**src/rtl/exception_sequencer_pkg.sv**
```systemverilog
// Shared types for the exception sequencer: FSM states, cause codes and the
// handler vector addresses used by the exception-address mux owner.
package exc_pkg;

  typedef enum logic [2:0] {
    IDLE,
    SAVE_EPC,
    READ_VEC,
    WAIT_MEM,
    LOAD_PC
  } state_t;

  typedef enum logic [1:0] {
    EXC_NONE   = 2'b00,
    EXC_OPCODE = 2'b01,
    EXC_OVF    = 2'b10,
    EXC_DIV0   = 2'b11
  } cause_t;

  localparam logic [7:0] VEC_OPCODE = 8'd253;
  localparam logic [7:0] VEC_OVF    = 8'd254;
  localparam logic [7:0] VEC_DIV0   = 8'd255;

  function automatic logic [7:0] vector_addr(input cause_t c);
    case (c)
      EXC_OPCODE: vector_addr = VEC_OPCODE;
      EXC_OVF:    vector_addr = VEC_OVF;
      EXC_DIV0:   vector_addr = VEC_DIV0;
      default:    vector_addr = 8'd0;
    endcase
  endfunction

endpackage

```
**src/rtl/exception_sequencer_if.sv**
```systemverilog
// Exception flags in, mux select / strobes / PC vector out. The sequencer
// takes the master side; the control unit, ALU, memory and PC path the slave.
interface exception_sequencer_if;
  import exc_pkg::*;

  logic         exc_opcode;
  logic         exc_overflow;
  logic         exc_div0;
  logic [7:0]   mem_byte;
  cause_t       escolha;
  logic         epc_write;
  logic         mem_read;
  logic         pc_write;
  logic [31:0]  pc_vector;
  logic         busy;
  cause_t       cause;

  modport master (
    input  exc_opcode, exc_overflow, exc_div0, mem_byte,
    output escolha, epc_write, mem_read, pc_write, pc_vector, busy, cause
  );

  modport slave (
    output exc_opcode, exc_overflow, exc_div0, mem_byte,
    input  escolha, epc_write, mem_read, pc_write, pc_vector, busy, cause
  );

endinterface

```
**src/rtl/exception_sequencer_enc.sv**
```systemverilog
// Fixed-priority encoder of the raw exception flags: opcode > overflow > div0.
module exc_priority_enc
  import exc_pkg::*;
(
  input  logic   opcode,
  input  logic   overflow,
  input  logic   div0,
  output cause_t cause
);

  always_comb begin
    cause = EXC_NONE;
    if (opcode)
      cause = EXC_OPCODE;
    else if (overflow)
      cause = EXC_OVF;
    else if (div0)
      cause = EXC_DIV0;
  end

endmodule

```
**src/rtl/exception_sequencer.sv**
```systemverilog
// Multicycle exception sequencer: stalls the main FSM, saves EPC, fetches the
// handler vector byte and loads it into PC. All outputs are Moore registers.
module exception_sequencer
  import exc_pkg::*;
#(
  parameter int MEM_WAIT = 2
) (
  input  logic                  clk,
  input  logic                  reset_n,
  exception_sequencer_if.master bus
);

  localparam logic [2:0] WAIT_LOAD = 3'(MEM_WAIT - 1);

  state_t      state, state_nxt;
  logic [2:0]  wait_cnt, wait_nxt;
  cause_t      cause_q, cause_nxt, sel_cause;
  logic [7:0]  vec_q, vec_nxt;

  exc_priority_enc u_enc (
    .opcode   (bus.exc_opcode),
    .overflow (bus.exc_overflow),
    .div0     (bus.exc_div0),
    .cause    (sel_cause)
  );

  always_comb begin
    state_nxt = state;
    wait_nxt  = wait_cnt;
    cause_nxt = cause_q;
    vec_nxt   = vec_q;
    case (state)
      IDLE: begin
        if (sel_cause != EXC_NONE) begin
          cause_nxt = sel_cause;
          state_nxt = SAVE_EPC;
        end
      end
      SAVE_EPC: state_nxt = READ_VEC;
      READ_VEC: begin
        wait_nxt  = WAIT_LOAD;
        state_nxt = WAIT_MEM;
      end
      WAIT_MEM: begin
        if (wait_cnt == 3'd0) begin
          vec_nxt   = bus.mem_byte;
          state_nxt = LOAD_PC;
        end else begin
          wait_nxt = wait_cnt - 3'd1;
        end
      end
      LOAD_PC:  state_nxt = IDLE;
      default:  state_nxt = IDLE;
    endcase
  end

  // Strobes are decoded from the next state so they line up with the state they belong to.
  always_ff @(posedge clk or negedge reset_n) begin
    if (!reset_n) begin
      state         <= IDLE;
      wait_cnt      <= 3'd0;
      cause_q       <= EXC_NONE;
      vec_q         <= 8'd0;
      bus.escolha   <= EXC_NONE;
      bus.epc_write <= 1'b0;
      bus.mem_read  <= 1'b0;
      bus.pc_write  <= 1'b0;
      bus.busy      <= 1'b0;
    end else begin
      state         <= state_nxt;
      wait_cnt      <= wait_nxt;
      cause_q       <= cause_nxt;
      vec_q         <= vec_nxt;
      bus.escolha   <= (state_nxt != IDLE) ? cause_nxt : EXC_NONE;
      bus.epc_write <= (state_nxt == SAVE_EPC);
      bus.mem_read  <= (state_nxt == READ_VEC);
      bus.pc_write  <= (state_nxt == LOAD_PC);
      bus.busy      <= (state_nxt != IDLE);
    end
  end

  assign bus.pc_vector = {24'd0, vec_q};
  assign bus.cause     = cause_q;

endmodule
```
**src/flat_wrapper.sv**
```systemverilog
// flat-port wrapper written by rule: the top's interface ports become plain ports
module exception_sequencer_flat import exc_pkg::*;
#(
  parameter int MEM_WAIT = 2
)
  (clk, reset_n, bus_exc_opcode, bus_exc_overflow, bus_exc_div0, bus_mem_byte, bus_escolha, bus_epc_write, bus_mem_read, bus_pc_write, bus_pc_vector, bus_busy, bus_cause);
  exception_sequencer_if bus_i ();
  input  logic clk;
  input  logic reset_n;
  input wire logic [$bits(bus_i.exc_opcode)-1:0] bus_exc_opcode;
  input wire logic [$bits(bus_i.exc_overflow)-1:0] bus_exc_overflow;
  input wire logic [$bits(bus_i.exc_div0)-1:0] bus_exc_div0;
  input wire logic [$bits(bus_i.mem_byte)-1:0] bus_mem_byte;
  output wire logic [$bits(bus_i.escolha)-1:0] bus_escolha;
  output wire logic [$bits(bus_i.epc_write)-1:0] bus_epc_write;
  output wire logic [$bits(bus_i.mem_read)-1:0] bus_mem_read;
  output wire logic [$bits(bus_i.pc_write)-1:0] bus_pc_write;
  output wire logic [$bits(bus_i.pc_vector)-1:0] bus_pc_vector;
  output wire logic [$bits(bus_i.busy)-1:0] bus_busy;
  output wire logic [$bits(bus_i.cause)-1:0] bus_cause;
  assign bus_i.exc_opcode = bus_exc_opcode;
  assign bus_i.exc_overflow = bus_exc_overflow;
  assign bus_i.exc_div0 = bus_exc_div0;
  assign bus_i.mem_byte = bus_mem_byte;
  assign bus_escolha = bus_i.escolha;
  assign bus_epc_write = bus_i.epc_write;
  assign bus_mem_read = bus_i.mem_read;
  assign bus_pc_write = bus_i.pc_write;
  assign bus_pc_vector = bus_i.pc_vector;
  assign bus_busy = bus_i.busy;
  assign bus_cause = bus_i.cause;
  exception_sequencer #(.MEM_WAIT(MEM_WAIT)) u_core (.clk(clk), .reset_n(reset_n), .bus(bus_i));
endmodule
```
**config.mk**
```make
export PLATFORM = sky130hd
export DESIGN_NAME = exception_sequencer_flat
export DESIGN_NICKNAME = d
export VERILOG_FILES = /design/src/rtl/exception_sequencer_pkg.sv /design/src/rtl/exception_sequencer_if.sv /design/src/rtl/exception_sequencer_enc.sv /design/src/rtl/exception_sequencer.sv /design/src/flat_wrapper.sv
export SDC_FILE = /design/constraint.sdc
export NUM_CORES = 1
export LEC_CHECK = 0
export CAP_MARGIN = 20
export CORE_MARGIN = 2
export CORE_UTILIZATION = 40
export DETAILED_ROUTE_END_ITERATION = 6
export PLACE_DENSITY = 0.82
export RECOVER_POWER = 25
export SLEW_MARGIN = 20
export SYNTH_ARGS = -nofsm -noshare
export SYNTH_HDL_FRONTEND = slang
export SYNTH_SLANG_ARGS = --single-unit
```
**constraint.sdc**
```tcl
create_clock -name clk -period 1.75 [get_ports clk]
set_input_delay 0.35 -clock clk [delete_from_list [all_inputs] [get_ports clk]]
set_output_delay 0.35 -clock clk [all_outputs]
set_load 0.05 [all_outputs]
```
Yosys cells after proc, flatten, opt, wreduce, memory -nomap -nowiden

Cells that the tools add are included.

Bits in registers: 22
Input port bits: 13
Output and inout bits: 40

$add $sub $neg: 1
Eq/ne operators: 7
Mux-type cells: 11
Reduce and logical (&&, ||, !) cells: 7

Operators with widths:

| operator              | count |
|---|---|
| $mux W2               | 6 |
| $pmux W3 S4           | 1 |
| $eq A3 B2 Y1 const B  | 3 |
| $mux W3               | 3 |
| $eq A3 B1 Y1 const B  | 2 |
| $logic_not A3 Y1      | 2 |
| $pmux W3 S2           | 1 |
| $reduce_and A2 Y1     | 2 |
| $reduce_bool A2 Y1    | 2 |
| $eq A3 B3 Y1 const B  | 1 |
| $reduce_bool A3 Y1    | 1 |
| $sub A3 B1 Y3 const B | 1 |
| $ne A2 B2 Y1 const B  | 1 |

Longest topological paths before layout

Depth in word-level cells: 8
Mapped depth: 5

Modules after synthesis

A second synthesis with hierarchy kept.

Cell total of the unflattened synthesis: 101
Area total of the unflattened synthesis: 1109.8 um^2

By module, submodules not included:

| module              | times used | cells an instance | area an instance (um^2) | seq. area each (um^2) |
|---|---|---|---|---|
| exception_sequencer | 1          | 97                | 1091.0                  | 550.5 |
| exc_priority_enc    | 1          | 4                 | 18.8                    | 0.0 |

Worst setup path after synthesis

OpenSTA, ideal clock, no wires.

Kind: flip-flop to flip-flop
From: reg u_core.wait_cnt[0]
To: reg u_core.vec_q[0]
Arrival time: 1.305 ns
Required time: 1.625 ns
Slack: 0.320 ns
Stages on the path, launching flop included: 6
Buffers on the path: 0
Period minus slack after synthesis: 1.430 ns
Path through: dfrtp_1 inv_1 ha_1 and2b_2 nand3_2 mux2_2

Cells in the longest elaborated chain, start to end: 2

Ends and longest elaborated chain:

| what                               | line                      | text |
|---|---|---|
| start: declaration                 | exception_sequencer.sv:16 | `logic [2:0] wait_cnt, wait_nxt;` |
| start signal: assignment           | exception_sequencer.sv:71 | `wait_cnt <= wait_nxt;` |
| $logic_not A3 Y1                   | exception_sequencer.sv:45 | `if (wait_cnt == 3'd0) begin` |
| $reduce_and A2 Y1 (no source line) | -                         |  |
| end signal: assignment             | exception_sequencer.sv:73 | `vec_q <= vec_nxt;` |
| end: declaration                   | exception_sequencer.sv:18 | `logic [7:0] vec_q, vec_nxt;` |

No other way between the ends.
A chain may end at the register's enable or synchronous reset.

Final worst setup path

From: reg u_core.wait_cnt[1]
To: reg u_core.vec_q[0]

The elaborated chain is that of the path after synthesis.

==> implementation parameters <==
Parameter                              Value

Clock network
  Post-CTS repair timing setup buffer count ... 0
  Source-to-sink clock delay at the later pin of the worst-skew pair ... 0.31 ns
  Hold-fix buffers, CTS ... 0
  Number of H-tree branching levels ... 1
  Number of buffers created by CTS ... 3
  Clock Tree Root ... sky130_fd_sc_hd__clkbuf_4
  Clock net sink count ... 22
  Register clock-pin slew on the reported worst setup and hold paths ... 0.11 ns
  Resize count post-CTS ... 0
  TritonCTS clock tree ... yes
  CTS Buffer Depth ... 2

Timing
  Hold violation total from the final report ... 0
  Setup repair after global routing missed its margin ... false
  Final setup violation count ... 0
  Final worst path period share ... 90.37%
  Total negative setup slack ... 0 ns
  Highest clock frequency the design can meet ... 0.6323 GHz
  Setup clock skew after layout ... 0.001423 ns
  Time the final worst path needs with I/O delays and setup ... ~1.6 ns
  Rel. slew slack ... approximately 25%
  Final hold slack ... 0.5174 ns
  Number of pins with negative max-slew slack in the final report ... 0
  Worst slew pin tran ... 1.132 ns

Synth
  Share of the synthesized area in the top cell type ... 50.29%
  Count of flip-flops with a built-in enable after synthesis ... 0
  Post-Synth XOR/XNOR Area ... 0%
  Top cell type by total area after synthesis ... sky130_fd_sc_hd__dfrtp_1
  Commonest cells in the netlist ... sky130_fd_sc_hd__buf_4 (24), sky130_fd_sc_hd__dfrtp_1 (22), sky130_fd_sc_hd__mux2_2 (8)
  Fraction of the mapped netlist area in adder cells ... under 10%
  Synthesized instance count ... 100
  Simple-gate share of the synthesized area ... 12.00%
  Dominant cells by area after synthesis ... sky130_fd_sc_hd__dfrtp_1 (50%), sky130_fd_sc_hd__buf_4 (16%), sky130_fd_sc_hd__mux2_2 (8.2%)
  Multiplexer fraction of the synthesized cell area ... 8.229%
  Dominant combinational cell family by area after synthesis ... buffers and inverters
  Proportion of register bits with asynchronous set or reset after synthesis ... 100.0%
  Post-synthesis compound-gate area fraction ... 7.886%
  Synth warnings ... 0
  Sequential cell area fraction in the yosys report ... 50.29%
  Most common cell in the synthesized netlist ... sky130_fd_sc_hd__buf_4
  Post-synth top flop ... sky130_fd_sc_hd__dfrtp_1
  Mean Syn Cell Area ... between 10 and 15 um2
  Post-synthesis sequential element count ... 22
  Netlist cell types ... 26
  Netlist area before placement ... 1095 um2

Layout
  Number of nets in the final layout ... around 150
  Antenna diode instance count ... 0
  Finished layout cell area ... 1314 um2
  Layout overhead on the synthesized area ... 20.00%
  Fin util ... 51.62%
  Fraction of final layout cells sized beyond drive strength 1 ... 25.95%
  Post-route insts no fill ... 161

Global routing
  Total congestion overflow ... 0
  Via count of the first global-routing pass ... 691
  All-layer global routing usage ... 12.42%
  Antenna violations before repair ... 0
  First-pass GRT wire length ... 3.091 mm
  Largest net degree at the start of global routing ... 23

Placed design
  Count of input and output buffers ... 28
  Count of placed standard cells including taps ... between 150 and 200
  Area of placed instances ... 1281 um2
  Post-detailed-placement half-perimeter wirelength ... 1.414 mm
  Placer congestion estimate ... 0.7624

Die
  Horizontal die dimension ... 56.32 um
  Top-level I/O count ... 53
  Placement Rows ... 18
  Die outline height ... 56.32 um
  Core area ... about 2500 um2
  Total die area ... 3171 um2
  Starting density of the core ... 43.02%

Detailed routing
  Average wire per standard cell ... roughly 11 um
  Antenna Nets Post-Route ... 0
  Number of iterations in the first detailed-routing pass ... 3
  Number of design rule violations left after detail routing ... 0
  Number of vias after detailed routing ... 719
  WL met3 ... 102 um
  Starting DRT DRC Count ... 4
  Routed metal-1 wirelength ... 699 um
  Routed wire length ... 1.803 mm
  Ratio of routed vias to standard cells ... 4.466
  Length of routed met2 wiring ... roughly 970 um
  Top Layer Used ... met4

Critical path
  Critical register-to-register path startpoint ... u_core.wait_cnt[1]
  Data arrival at the endpoint of the critical path ... 1.79 ns
  Startpoint types ... register
  Classification of the worst setup path ... register to register
  Top delay family on crit path ... simple AND/OR/NAND/NOR gates
  Setup slack of the most critical reg-to-reg path ... 0.17 ns
  Length in cells of the worst reg-to-reg path ... 5
  Critical path buffers and inverters ... 1
  Worst path slowest cell ... sky130_fd_sc_hd__dfrtp_1
  Worst Setup End Kind ... register
  Delay of the slowest cell on the worst path ... 0.39 ns
  Critical R2R Capture ... u_core.vec_q[0]
  Required time of the critical path ... 1.95 ns
  Cells traversed along the worst timing path ... inv_1, ha_1, and2b_2, nand3_2, mux2_2
  Worst-path maximum fanout ... 10

Worst hold path
  Source of the worst hold timing path ... u_core.vec_q[4]
  Hold path endpoint ... u_core.vec_q[4]
  Path category of the worst min-delay check ... register to register
  Hold Path Stages ... 1

Power
  Worst-case vdd ir drop ... 1.183 mV
  Pwr/cell area ... 2079 nW/um2
  Total leakage power ... roughly 0.67 nW

Job
  Number of maximum-capacitance constraint violations ... 0

Status
  Result of the run ... complete, no violations
-- state kept, by name (all words and copies together) (netlist names), 2 cells and up --
| name | flops |
|---|---|
| u_core.bus.cause | 2 |
| u_core.bus.escolha | 2 |
| u_core.state | 3 |
| u_core.vec_q | 8 |
| u_core.wait_cnt | 3 |
-- layout by cell type (no fill, tap or decap), drive strengths merged, types with 2 or more instances in the layout --
master / count
dfrtp: 22
nand2: 4
o21ai: 4
nor2b: 2
clkbuf: 5
a21oi: 7
clkdlybuf4s50: 11
ha: 2
nor3: 2
or2: 2
mux2: 8
nor2: 2
nand3: 3
buf: 16
conb: 24
inv: 6
and2b: 2
-- cell families (layout without fill, tap and decap cells) --
logic type      after synthesis  after routing
buf+inv                      31             39
mux                           8              8
fa+ha+maj                     2              2
compound gates               15             15
other cells                   1             24
flops                        22             22
simple gates                 21             21
-- stage by stage --
stage          setup WS, ns  power [mW]
2_1_floorplan        0.3205       2.090
3_3_place_gp         0.1737       2.439
3_5_place_dp         0.1153       2.480
4_1_cts              0.1533       2.760
5_1_grt             0.05209       2.899
6_report             0.1685       2.731
-- worst max-delay path by stage --
stage | start | end | depth (start not counted)
2_1_floorplan | u_core.wait_cnt[0] | u_core.vec_q[0] | 5
3_3_place_gp | bus_exc_div0 | u_core.bus.busy | 4
3_5_place_dp | bus_exc_div0 | u_core.state[0] | 4
4_1_cts | u_core.wait_cnt[1] | u_core.vec_q[0] | 5
5_1_grt | reset_n | u_core.vec_q[7] | 2
6_report | u_core.wait_cnt[1] | u_core.vec_q[0] | 5
-- metal layers --
layer  vias to the layer above  track usage (%)
met5                         -                0
met4                         0            5.102
met2                        27            22.69
met1                       338            13.62
met3                         5            2.995
li1                        349                -
-- power breakdown --
group	internal (mW)	switching, mW
combinational	0.519	1.05
clock	0.127	0.148
sequential	0.736	0.153
total	1.38	1.35
-- layout make-up --
cell class	count	area, um2
tap	30	37.54
sequential	22	550.5
timing repair buffer	29	244.0
fill	223	1231
clock buffer	4	36.28
multi-input combinational	70	422.9
inverter	6	22.52
Power figures use the tool's default switching activity.
